$ cat src/rtl/idli_xu_m.sv
// idli_xu_m: parametrised bit-serial execution unit.
// Consumes LSB-first operand slices, emits result slices with a register-file
// write enable, and latches carry/compare flags at the end of each instruction.
// Optional feature macro: IDLI_XU_SHIFT_EN enables SHL (op 7); otherwise op 7
// is accepted but completes as illegal.
module idli_xu_m #(
    parameter  int unsigned DATA_W  = 16,
    parameter  int unsigned SLICE_W = 4,
    localparam int unsigned CTR_W   = $clog2(DATA_W / SLICE_W)
) (
    input  logic               i_xu_gck,
    input  logic               i_xu_rst,
    input  logic [CTR_W-1:0]   i_xu_ctr,
    input  logic               i_xu_vld,
    input  logic [2:0]         i_xu_op,
    input  logic               i_xu_stall,
    input  logic [SLICE_W-1:0] i_xu_lhs,
    input  logic [SLICE_W-1:0] i_xu_rhs,
    output logic [SLICE_W-1:0] o_xu_res,
    output logic               o_xu_wr_en,
    output logic               o_xu_busy,
    output logic               o_xu_cout,
    output logic               o_xu_flag,
    output logic               o_xu_illegal
);

    typedef enum logic [2:0] {
        OP_ADD = 3'd0,
        OP_SUB = 3'd1,
        OP_AND = 3'd2,
        OP_OR  = 3'd3,
        OP_XOR = 3'd4,
        OP_EQ  = 3'd5,
        OP_LTU = 3'd6,
        OP_SHL = 3'd7
    } op_e;

    op_e  r_op;
    logic r_busy;
    logic r_carry;
    logic r_eq;
    logic r_cout;
    logic r_flag;

    logic               w_first;
    logic               w_last;
    logic               w_accept;
    logic               w_inv;
    logic               w_c;
    logic [SLICE_W-1:0] w_b;
    logic [SLICE_W:0]   w_sum;
    logic               w_eq;
    logic [SLICE_W-1:0] w_res;
    logic               w_carry_nxt;
    logic               w_wr;
    logic               w_illegal;

    assign w_first  = (i_xu_ctr == {CTR_W{1'b0}});
    assign w_last   = (i_xu_ctr == {CTR_W{1'b1}});
    assign w_accept = w_last & i_xu_vld & ~i_xu_stall;

    // Subtract-style ops add the inverted RHS with an injected carry on slice 0.
    assign w_inv = (r_op == OP_SUB) || (r_op == OP_LTU);
    assign w_c   = w_first ? w_inv : r_carry;
    assign w_b   = w_inv ? ~i_xu_rhs : i_xu_rhs;
    assign w_sum = {1'b0, i_xu_lhs} + {1'b0, w_b} + {{SLICE_W{1'b0}}, w_c};
    assign w_eq  = (w_first ? 1'b1 : r_eq) & (i_xu_lhs == i_xu_rhs);

    // Per-slice ALU: result slice, next carry, write qualifier, illegal flag.
    always_comb begin
        w_res       = '0;
        w_carry_nxt = r_carry;
        w_wr        = 1'b0;
        w_illegal   = 1'b0;
        case (r_op)
            OP_ADD, OP_SUB: begin
                w_res       = w_sum[SLICE_W-1:0];
                w_carry_nxt = w_sum[SLICE_W];
                w_wr        = 1'b1;
            end
            OP_LTU: begin
                w_carry_nxt = w_sum[SLICE_W];
            end
            OP_AND: begin
                w_res = i_xu_lhs & i_xu_rhs;
                w_wr  = 1'b1;
            end
            OP_OR: begin
                w_res = i_xu_lhs | i_xu_rhs;
                w_wr  = 1'b1;
            end
            OP_XOR: begin
                w_res = i_xu_lhs ^ i_xu_rhs;
                w_wr  = 1'b1;
            end
            OP_EQ: begin
                w_res = '0;
            end
            OP_SHL: begin
`ifdef IDLI_XU_SHIFT_EN
                w_res       = {i_xu_lhs[SLICE_W-2:0], w_c};
                w_carry_nxt = i_xu_lhs[SLICE_W-1];
                w_wr        = 1'b1;
`else
                w_illegal   = 1'b1;
`endif
            end
            default: begin
                w_illegal = 1'b1;
            end
        endcase
    end

    // Acceptance at the period boundary, per-slice chaining, completion flags.
    always_ff @(posedge i_xu_gck) begin
        if (i_xu_rst) begin
            r_op    <= OP_ADD;
            r_busy  <= 1'b0;
            r_carry <= 1'b0;
            r_eq    <= 1'b0;
            r_cout  <= 1'b0;
            r_flag  <= 1'b0;
        end else begin
            if (r_busy) begin
                r_carry <= w_carry_nxt;
                r_eq    <= w_eq;
                if (w_last) begin
                    case (r_op)
                        OP_ADD, OP_SUB: r_cout <= w_carry_nxt;
`ifdef IDLI_XU_SHIFT_EN
                        OP_SHL:         r_cout <= w_carry_nxt;
`endif
                        OP_EQ:          r_flag <= w_eq;
                        OP_LTU:         r_flag <= ~w_carry_nxt;
                        default:        ;
                    endcase
                end
            end
            if (w_last) begin
                r_busy <= w_accept;
                if (w_accept) begin
                    r_op <= op_e'(i_xu_op);
                end
            end
        end
    end

    assign o_xu_res     = r_busy ? w_res : {SLICE_W{1'b0}};
    assign o_xu_wr_en   = r_busy & w_wr;
    assign o_xu_busy    = r_busy;
    assign o_xu_cout    = r_cout;
    assign o_xu_flag    = r_flag;
    assign o_xu_illegal = r_busy & w_last & w_illegal;

endmodule

$ cat config.mk
export PLATFORM = sky130hd
export DESIGN_NAME = idli_xu_m
export DESIGN_NICKNAME = d
export VERILOG_FILES = /design/src/rtl/idli_xu_m.sv
export SDC_FILE = /design/constraint.sdc
export NUM_CORES = 1
export LEC_CHECK = 0
export CAP_MARGIN = 15
export CORE_UTILIZATION = 47
export DETAILED_ROUTE_END_ITERATION = 16
export PLACE_DENSITY = 0.79
export SLEW_MARGIN = 20
export SYNTH_ARGS = -nofsm -noshare
export SYNTH_HDL_FRONTEND = slang
export SYNTH_SLANG_ARGS = --single-unit
export TNS_END_PERCENT = 50
$ cat constraint.sdc
create_clock -name i_xu_gck -period 3.6 [get_ports i_xu_gck]
set_clock_uncertainty 0.15 [all_clocks]
set_input_delay 0.54 -clock i_xu_gck [delete_from_list [all_inputs] [get_ports i_xu_gck]]
set_output_delay 0.54 -clock i_xu_gck [all_outputs]
set_load 0.005 [all_outputs]
==> flow_summary.ini <==
[timing]
fmax_mhz = 287.3
hold_viol_final = 0
max-slew-margin-rel = 0.7557
period_share = 0.9670
slew_violations = 0
finalCriticalPeriod_ns = 3.481
max_slew.worst_pin.slew_ns = 0.3659
setup_viol = 0

[cells_and_area]
post-route-util = 0.7692
synthToLayoutAreaGrowth_pct = 50.91
fin_area_um2 = 1343
antennaDiodeCount = 0
fillers = 125
drive_gt1_frac = 0.2781
layout_common_cells = clkdlybuf4s50_1, buf_4, nor2_1
nets = 183
finalNonFillerCells = 176
final_common_cell = clkdlybuf4s50_1

[route]
first_pass_iters = 4
drc = 0
wirelength_mm = 2.314
vias_per_cell = 5.222
drtAntennaViolNets = 0
num_vias = 919
wl_per_cell_um = 13.15
drt_iter0_drc = 24

[synth]
yosysSeqAreaShare = 0.1800
ys_ff_latch = 8
syn_nets = 141
yosys.area_share.simple = 0.2278
synth_compound_area_frac = 0.1913
synth_xor_area_frac = 0.04923
synth_fa_ha_area_frac = 0.1997
synthDistinctLibCells = 36
synth.area.mux_share = 0.07314
postSynthAreaPerCell_um2 = 8.014
yosysWarnings = 0
synth_top_family_by_area = simple AND/OR/NAND/NOR gates
syn_area_um2 = 889.6
synthCells = 111

[pwr]
power.leakage_nw = 0.6280
p_per_area_nw_per_um2 = 200.3
ir_drop_v = 0.0001899

[clock_tree]
htree_levels = 1
cts_tree = yes
holdBufCountCts = 0
cts-root-buf = clkbuf_4
cts_buffers = 3
clk_latency_ns = 0.26
clk_pin_slew_ns = 0.06
cts_buffer_depth = 2
clock_sinks = 8

[die]
die_area_um2 = 2071
coreArea_um2 = 1745
die_y_um = 45.51
pin_count = 26
die_w_um = 45.51
start_util = 0.5097
fp-row-count = 15

[place]
globalplace.congestion = 0.8171
io_buffers = 25
dp_hpwl_mm = 1.677
placed_cell_area_um2 = 1232
dp_cells = 168

[global_routing]
grt_pass1_vias = 864
antenna_found_initial = 0
grt_max_degree = 15
grt_pass1_wl_mm = 3.615
grt-ovfl-total = 0
track_usage = 0.2391

[critical_path]
worstPathMaxFanout = 4
crit_arrival_ns = 2.79
r2r_slack_ns = 0.90
end_kind = primary output
path_class = reg -> out
start_kind = register
required_ns = 2.91

[run]
maxCapViolCount = 0

[outcome]
status = completed

[worst_hold_path]
hp-class = reg -> reg
-- registers in the layout, indices dropped and copies added, names as in the netlist --
signal,cells
r_carry,1
o_xu_flag,1
o_xu_cout,1
r_op,3
o_xu_busy,1
r_eq,1
-- worst max-delay path: stages, from the launching register on --
cell	delay, ns
dfxtp_2	0.33
and3b_2	0.23
a21oi_4	0.14
buf_4	0.13
a21oi_2	0.06
fa_2	0.40
inv_2	0.07
fa_2	0.41
or2_2	0.29
a21oi_2	0.12
o21a_1	0.12
dlygate4sd2_1	0.22
-- synth_stat cells --
cell type / number / share of area
or2_2: 1 / 0.0070
nand2b_1: 3 / 0.021
o21ai_0: 4 / 0.023
buf_1: 1 / 0.0042
nand2_1: 6 / 0.025
a21oi_1: 8 / 0.045
xnor2_1: 5 / 0.049
inv_2: 1 / 0.0042
o211ai_1: 4 / 0.034
mux2_4: 1 / 0.017
clkbuf_1: 1 / 0.0042
o21ai_1: 1 / 0.0056
fa_1: 2 / 0.045
buf_2: 2 / 0.011
nor4_2: 1 / 0.014
dfxtp_1: 8 / 0.18
ha_1: 11 / 0.15
nand3b_1: 1 / 0.0084
and3b_1: 1 / 0.0098
a2111oi_0: 1 / 0.0098
and3_1: 4 / 0.028
a21o_1: 1 / 0.0084
a211oi_2: 1 / 0.014
a21oi_4: 1 / 0.018
nand4_1: 1 / 0.0070
nor3b_2: 1 / 0.014
nor3_1: 1 / 0.0056
nand4b_1: 1 / 0.0098
inv_1: 10 / 0.042
a211oi_1: 1 / 0.0084
mux2i_1: 5 / 0.056
nor2_1: 14 / 0.059
and2_1: 1 / 0.0070
buf_6: 1 / 0.013
nand3_1: 2 / 0.011
o21a_1: 3 / 0.025
-- repair_timing --
item	in CTS	in global routing
endpoints found under the setup margin	2	2
buffers inserted	3	2
pin swaps	4	1
cloned	0	0
gates resized for setup	14	6
-- final timing paths --
kind / startpoint / endpoint / cells after the start
max: r_op[1]$_SDFFE_PP0P_ / o_xu_res[1] / 11
min: r_eq$_SDFFE_PP0P_ / r_eq$_SDFFE_PP0P_ / 2
min reg2reg: r_eq$_SDFFE_PP0P_ / r_eq$_SDFFE_PP0P_ / 2
max reg2reg: r_op[1]$_SDFFE_PP0P_ / o_xu_flag$_SDFFE_PP0P_ / 12
-- final cells by class --
cell class,count,area [um2],area share
clock buffers,3,22.52,0.01678
inverters,11,41.29,0.03075
multi-input cells,87,709.4,0.5284
flip-flops and latches,8,162.7,0.1212
well taps,25,31.28,0.02330
repair buffers,42,375.4,0.2796
-- metrics by stage --
| stage | total power, mW | setup TNS, ns | worst slack (ns) | hold WS (ns) |
|---|---|---|---|---|
| 6_report | 0.2689 | 0 | 0.1187 | 0.3410 |
| 5_1_grt | 0.2827 | -0.02297 | -0.02297 | 0.3801 |
| 4_1_cts | 0.2606 | 0 | 0.01764 | 0.3459 |
| 3_5_place_dp | 0.1862 | -0.4788 | -0.3161 | 0.3369 |
| 3_3_place_gp | 0.1822 | -0.3526 | -0.2352 | 0.3285 |
| 2_1_floorplan | 0.1426 | 0 | 0.6044 | 0.3128 |
-- power by group --
part           internal (mW)  switching, mW
Sequential            0.0900        0.00176
Clock                 0.0384         0.0341
Combinational         0.0567         0.0479
-- cell families after synthesis --
logic type,count (synthesis)
AND/OR/NAND/NOR,38
adder cells (fa/ha/maj),13
flip-flops,8
buffers and inverters,16
AO/OA/AOI/OAI,25
XOR/XNOR,5
multiplexers,6
-- layer usage --
layer  GRT usage  wire length (um)  vias up
li1            -                 -      465
met4     0.05455                10        0
met3     0.02381                83        2
met1      0.2993              1034      428
met2      0.4343              1186       24
met5           0                 0        -
Power figures use the tool's default switching activity.
